`src/rtl/spi_slave_core.sv`:
```
// SPI mode-0 slave that sits in an MMIO slot: the CPU preloads a TX byte and collects the RX byte and status flags.
// SCLK, MOSI and SS_N come from another clock domain, so they are resynchronised and edge-detected in the clk domain.
module spi_slave_core #(
    parameter int                DATA_W      = 8,
    parameter logic [DATA_W-1:0] DUMMY_BYTE  = '0,
    parameter int                SYNC_STAGES = 2
) (
    input  logic        clk,
    input  logic        reset_n,
    input  logic        cs,
    input  logic        write,
    input  logic        read,
    input  logic [4:0]  addr,
    input  logic [31:0] wr_data,
    output logic [31:0] rd_data,
    input  logic        spi_sclk,
    input  logic        spi_mosi,
    input  logic        spi_ss_n,
    output logic        spi_miso,
    output logic        miso_oe
);

    localparam int CNT_W = $clog2(DATA_W);
    localparam logic [CNT_W-1:0] LAST_BIT = CNT_W'(DATA_W - 1);

    typedef enum logic [1:0] {IDLE, LOAD, SHIFT} state_t;

    state_t state, state_next;

    logic [SYNC_STAGES-1:0] sclk_sync, mosi_sync, ss_sync;
    logic sclk_d, ss_d;
    logic sclk_s, mosi_s, ss_s;
    logic sclk_rise, sclk_fall, ss_rise, ss_fall;

    logic [DATA_W-1:0] shift_reg, tx_buf, rx_data, load_val;
    logic [CNT_W-1:0]  bit_cnt;
    logic              miso_q, tx_empty, rx_valid, overrun, abort;
    logic              load_en, shift_en, frame_done, abort_set, miso_fall, frame_end;
    logic              wr_tx, wr_clr;

    // Synchronisers idle at sclk low / ss_n high so a reset never looks like a frame start
    always_ff @(posedge clk or negedge reset_n) begin
        if (!reset_n) begin
            sclk_sync <= '0;
            mosi_sync <= '0;
            ss_sync   <= '1;
            sclk_d    <= 1'b0;
            ss_d      <= 1'b1;
        end else begin
            sclk_sync <= {sclk_sync[SYNC_STAGES-2:0], spi_sclk};
            mosi_sync <= {mosi_sync[SYNC_STAGES-2:0], spi_mosi};
            ss_sync   <= {ss_sync[SYNC_STAGES-2:0], spi_ss_n};
            sclk_d    <= sclk_s;
            ss_d      <= ss_s;
        end
    end

    assign sclk_s    = sclk_sync[SYNC_STAGES-1];
    assign mosi_s    = mosi_sync[SYNC_STAGES-1];
    assign ss_s      = ss_sync[SYNC_STAGES-1];
    assign sclk_rise = sclk_s & ~sclk_d;
    assign sclk_fall = ~sclk_s & sclk_d;
    assign ss_rise   = ss_s & ~ss_d;
    assign ss_fall   = ~ss_s & ss_d;

    assign load_val   = tx_empty ? DUMMY_BYTE : tx_buf;
    assign load_en    = (state == LOAD);
    assign frame_end  = (state == SHIFT) && ss_rise;
    assign shift_en   = (state == SHIFT) && !ss_rise && sclk_rise;
    assign frame_done = shift_en && (bit_cnt == LAST_BIT);
    assign abort_set  = frame_end && (bit_cnt != '0);
    assign miso_fall  = (state == SHIFT) && !ss_rise && sclk_fall;
    assign wr_tx      = cs && write && (addr[1:0] == 2'd0);
    assign wr_clr     = cs && write && (addr[1:0] == 2'd2);

    always_ff @(posedge clk or negedge reset_n) begin
        if (!reset_n) state <= IDLE;
        else          state <= state_next;
    end

    // A finished frame goes straight back to LOAD so back-to-back bytes need no gap
    always_comb begin
        state_next = state;
        case (state)
            IDLE:    if (ss_fall) state_next = LOAD;
            LOAD:    state_next = ss_rise ? IDLE : SHIFT;
            SHIFT: begin
                if (ss_rise)         state_next = IDLE;
                else if (frame_done) state_next = LOAD;
            end
            default: state_next = IDLE;
        endcase
    end

    always_ff @(posedge clk or negedge reset_n) begin
        if (!reset_n) begin
            shift_reg <= '0;
            bit_cnt   <= '0;
            miso_q    <= 1'b0;
            rx_data   <= '0;
        end else begin
            if (load_en) begin
                shift_reg <= load_val;
                bit_cnt   <= '0;
                miso_q    <= load_val[DATA_W-1];
            end else if (frame_end) begin
                bit_cnt <= '0;
            end else if (shift_en) begin
                shift_reg <= {shift_reg[DATA_W-2:0], mosi_s};
                bit_cnt   <= frame_done ? '0 : bit_cnt + 1'b1;
            end else if (miso_fall) begin
                miso_q <= shift_reg[DATA_W-1];
            end
            if (frame_done) rx_data <= {shift_reg[DATA_W-2:0], mosi_s};
        end
    end

    // CPU writes beat the engine on tx_empty; engine set events beat CPU clears on the flags
    always_ff @(posedge clk or negedge reset_n) begin
        if (!reset_n) begin
            tx_buf   <= '0;
            tx_empty <= 1'b1;
            rx_valid <= 1'b0;
            overrun  <= 1'b0;
            abort    <= 1'b0;
        end else begin
            if (wr_tx) begin
                tx_buf   <= wr_data[DATA_W-1:0];
                tx_empty <= 1'b0;
            end else if (load_en) begin
                tx_empty <= 1'b1;
            end
            if (frame_done)             rx_valid <= 1'b1;
            else if (wr_clr && wr_data[0]) rx_valid <= 1'b0;
            if (frame_done && rx_valid) overrun <= 1'b1;
            else if (wr_clr && wr_data[2]) overrun <= 1'b0;
            if (abort_set)              abort <= 1'b1;
            else if (wr_clr && wr_data[4]) abort <= 1'b0;
        end
    end

    always_comb begin
        rd_data = '0;
        case (addr[1:0])
            2'd0:    rd_data = 32'(rx_data);
            2'd1:    rd_data = {27'b0, abort, (state != IDLE), overrun, tx_empty, rx_valid};
            default: rd_data = '0;
        endcase
    end

    assign miso_oe  = ~ss_s;
    assign spi_miso = miso_q & miso_oe;

    logic unused_ok;
    assign unused_ok = ^{read, addr[4:2], wr_data[31:DATA_W]};

endmodule

```
`config.mk`:
```
export PLATFORM = sky130hd
export DESIGN_NAME = spi_slave_core
export DESIGN_NICKNAME = d
export VERILOG_FILES = /design/src/rtl/spi_slave_core.sv
export SDC_FILE = /design/constraint.sdc
export NUM_CORES = 1
export LEC_CHECK = 0
export CORE_ASPECT_RATIO = 0.6
export CORE_MARGIN = 5
export CORE_UTILIZATION = 43
export CTS_BUF_LIST = sky130_fd_sc_hd__clkbuf_16
export DETAILED_ROUTE_END_ITERATION = 7
export PLACE_DENSITY = 0.84
export SKIP_CTS_REPAIR_TIMING = 1
export SLEW_MARGIN = 0
export SYNTH_ARGS = -nofsm -noshare
export SYNTH_HDL_FRONTEND = slang
export SYNTH_SLANG_ARGS = --single-unit
```
`constraint.sdc`:
```
create_clock -name clk -period 1.63 [get_ports clk]
set_input_delay 0.326 -clock clk [delete_from_list [all_inputs] [get_ports clk]]
set_output_delay 0.326 -clock clk [all_outputs]
set_load 0.01 [all_outputs]
```
After elaboration in Yosys (flattened, before gate mapping) --
Index checks and enable logic that the tools add are counted.
Operators by class: muxes and demuxes 26, add/sub/neg operators 1, reduce and logical (&&, ||, !) cells 28, bitwise logic cells 9, eq/ne operators 9
Operators with widths (number):
- $mux 8 | 4
- $pmux 8 s2 | 1
- $reduce_bool 2->1 | 7
- $logic_and 1x1->1 | 13
- $mux 1 | 12
- $mux 3 | 4
- $mux 2 | 4
- $ne 2x2->1 const B | 3
- $pmux 2 s3 | 1
- $reduce_bool 3->1 | 2
- $and 1x1->1 | 5
- $eq 2x1->1 const B | 2
- $eq 2x2->1 const B | 2
- $logic_not 2->1 | 2
- $not 1->1 | 4
- $reduce_and 2->1 | 2
- $add 3x1->3 const B | 1
- $eq 3x3->1 const B | 1
- $ne 3x3->1 const B | 1
- $reduce_and 3->1 | 1
- $logic_not 1->1 | 1
Storage, ports and cells: output and inout bits 34, register bits 42, input port bits 45

Depth between registers and ports, before layout --
depth in word-level cells 10, gate-level depth with buffers 6, depth with buffers taken out 5

Worst setup path before layout --
No wires, ideal clock.
path type register -> register, start point register ss_d, end point register shift_reg[7], clock period less this slack 1.433 ns, setup time 0.125 ns, setup slack 0.197 ns, data arrival time 1.308 ns, cell stages (with the launch flop) 5, cells stage by stage dfstp_2 > nand2b_1 > and3_4 > buf_6 > mux2_2
Between the ends: word-level cells in the longest chain between the ends 7, elaborated cells on any way between the ends 9
RTL lines:
- start: declaration | line 31 | logic sclk_d, ss_d;
- start signal: assignment | line 54 | ss_d <= ss_s;
- $not 1->1 * | line 63 | assign ss_rise = ss_s & ~ss_d;
- $and 1x1->1 * | line 63
- $logic_not 1->1 | line 69 | assign shift_en = (state == SHIFT) && !ss_rise && sclk_rise;
- $logic_and 1x1->1 (2 in a row) | line 69
- $reduce_bool 2->1 (no source line)
- $reduce_and 2->1 (no source line) *
- end signal: assignment | line 103 | shift_reg <= load_val;
- end signal: assignment | line 109 | shift_reg <= {shift_reg[DATA_W-2:0], mosi_s};
- end: declaration | line 35 | logic [DATA_W-1:0] shift_reg, tx_buf, rx_data, load_val;
Every way passes the cells marked *; elsewhere a longest branch is shown, timed or not. A chain may end at the register's enable or synchronous reset.

Worst setup path in the final report --
start point register ss_sync[1], end point register shift_reg[1]
Between the ends: word-level cells in the longest chain between the ends 6, elaborated cells on any way between the ends 8
RTL lines:
- start: declaration | line 30 | logic [SYNC_STAGES-1:0] sclk_sync, mosi_sync, ss_sync;
- start signal: assignment | line 52 | ss_sync <= {ss_sync[SYNC_STAGES-2:0], spi_ss_n};
- $and 1x1->1 * | line 63
- $logic_not 1->1 | line 69
- $logic_and 1x1->1 (2 in a row) | line 69
- $reduce_bool 2->1 (no source line)
- $reduce_and 2->1 (no source line) *
Marks and branches as above.

==> flow_summary.json <==
{
  "status": "complete, no violations",
  "r2r_cells": 5,
  "min_delay_path_depth": 0,
  "diodes": 0,
  "p_per_area_nw_per_um2": 1150,
  "cp.required_ns": 1.81,
  "grt_pass1_vias": 1239,
  "yosysWarnings": 0,
  "portBuffers": 26,
  "worstPathArrival_ns": 1.73,
  "fill_cells": 410,
  "numCtsBuffers": 5,
  "syn2layout_area_growth_pct": 26.4,
  "max_stage_delay_ns": 0.58,
  "cp-start-kind": "flip-flop",
  "cts_tree": "yes",
  "drive_above_1_share_pct": 26.7,
  "min_period_ns": 1.55,
  "vias": 1295,
  "power_leakage_nw": 1.43,
  "hold_path_class": "reg -> reg",
  "ys_seq_area_share_pct": 52.0,
  "worstPathCellList": "nand2b_1 -> and3_4 -> buf_4 -> a22o_1 -> a21o_1",
  "first_pass_iters": 4,
  "drt_iter0_drc": 70,
  "synthCells": 166,
  "hold_violations": 0,
  "yosysTopAreaCell": "dfrtp_1",
  "multi_input_area_um2": 811,
  "crit_path_max_fanout": 12,
  "slew_viol_final": 0,
  "worst-path-buf-inv": 1,
  "syn_avg_cell_area_um2": 12.2,
  "finalSetupTns_ns": 0,
  "nNetsFinal": 257,
  "die_x_um": 98.7,
  "path_class": "reg -> reg",
  "regArea_um2": 1060,
  "antenna_found_initial": 0,
  "peakVddDrop_v": 0.000852,
  "detailedPlacementHpwl_mm": 3.03,
  "syn_area_um2": 2030,
  "io_pins": 79,
  "cp-end-kind": "flip-flop",
  "worst_hold_startpoint": "mosi_sync[0]",
  "min_period_over_period_pct": 95.3,
  "grt_pass1_wl_mm": 6.37,
  "power_mw": 2.95,
  "coreArea_um2": 4560,
  "synth_top_area_share_pct": 46.8,
  "rrSetupSlack_ns": 0.08,
  "overflow": 0,
  "finalSetupViolCount": 0,
  "row_count": 19,
  "grt_max_degree": 28,
  "die_area_um2": 6240,
  "crit_path_top_delay_cell": "dfstp_2",
  "ys_ff_latch": 42,
  "clock_latency_ns": 0.28,
  "max_cap_violations": 0,
  "cts_num_sinks": 42,
  "max_freq_ghz": 0.644,
  "cts-root-buf": "clkbuf_16",
  "rsz0062_at_grt": "false",
  "fin_cells": 273,
  "r2r_end": "shift_reg[1]",
  "fin_util_pct": 56.3,
  "viasPerCell": 4.74,
  "routed_wl_mm": 4.02,
  "fin_hold_ws_ns": 0.347,
  "fin_skew_ns": 0.00495,
  "min_to": "mosi_sync[1]",
  "post_drt_wl_per_cell_um": 14.7,
  "antenna_left": 0,
  "start_util_pct": 44.5,
  "synth_cell_types": 29,
  "clk_pin_slew_worst_paths_ns": 0.06,
  "routabilityCongestion": 0.771,
  "synth_area_leaders": "dfrtp_1 (47%), mux2_2 (11%), buf_4 (8.9%), dfstp_2 (5.2%), a22o_1 (4.3%)",
  "die_h_um": 63.2,
  "critPathTopFamily": "flip-flops",
  "grt_use_total_pct": 13.3,
  "clk_path_buf_depth": 2,
  "reg2reg_from": "ss_sync[1]",
  "drc": 0,
  "htree_levels": 2,
  "placed_cells_incl_taps": 261
}
stage by stage:
stage / worst slack, ns / area (µm²)
after floorplan: 0.197 / 2120
after global placement: -0.533 / 2340
after detailed placement: -0.524 / 2340
after CTS: -0.537 / 2500
after global routing: 0.00361 / 2570
final: 0.0773 / 2570
worst max path at each step:
stage	from	endpoint	cells after the start
after floorplan	ss_d	shift_reg[7]	4
final	ss_sync[1]	shift_reg[1]	5
after CTS	addr[0]	rd_data[3]	4
after global placement	addr[0]	rd_data[1]	5
after global routing	ss_d	shift_reg[4]	5
after detailed placement	addr[0]	rd_data[1]	5
cell usage after synthesis:
library cell   n
nor2b_4        2
a21o_1         7
buf_6          4
mux2_2        19
dfrtp_1       38
a211oi_1       1
a22o_1        10
mux2i_1        5
dfstp_2        4
nor2b_1        4
and3_4         1
conb_1         1
nor2_1        13
buf_4         24
o21a_1         1
nor3b_1        1
a32o_1         2
o32ai_1        1
nor3_4         1
nand4_2        1
and2_1         3
o21ai_0        1
nand2_1        4
nand2b_1       3
ha_1           3
inv_1          6
nand4_1        1
buf_2          2
a21oi_1        3
layout by cell type, fill, tap and decap left out, drive strengths merged, types with 2 or more instances in the layout:
cell           netlist  routed
a21o                 7       7
a21oi                3       3
a22o                10      10
a32o                 2       2
and2                 3       3
buf                 30      17
clkbuf               0       6
clkdlybuf4s50        0      13
clkinv               0       2
conb                 1      24
dfrtp               38      38
dfstp                4       4
dlymetal6s2s         0      11
ha                   3       3
inv                  6       6
mux2                19      19
mux2i                5       5
nand2                4       4
nand2b               3       3
nand4                2       2
nor2                13      13
nor2b                6       6
report_power, final:
group          switching, mW  internal (mW)
logic                  0.224          0.268
clock network          0.394          0.716
registers              0.119           1.23
routing by layer:
metal | up-vias | track usage (%) | wire length [µm]
met5 | - | 0 | 0
met4 | 0 | 3.92 | 35
met3 | 5 | 3.97 | 202
met2 | 40 | 17.9 | 1770
met1 | 645 | 20.3 | 2010
li1 | 605 | - | -
area by class of cell:
class	instances	share of cell area [%]
clock buffers	5	4.87
clock inverters	3	1.56
inverters	6	0.877
multi-input cells	111	31.6
flip-flops and latches	42	41.2
well taps	63	3.07
repair buffers	43	16.9
cells by family after synthesis:
group | synth area share, %
simple gates | 10.2
flops | 52.0
other cells | 0.185
buf+inv | 12.7
compound gates | 10.0
mux | 13.0
fa+ha+maj | 1.85
Power figures use the tool's default switching activity.
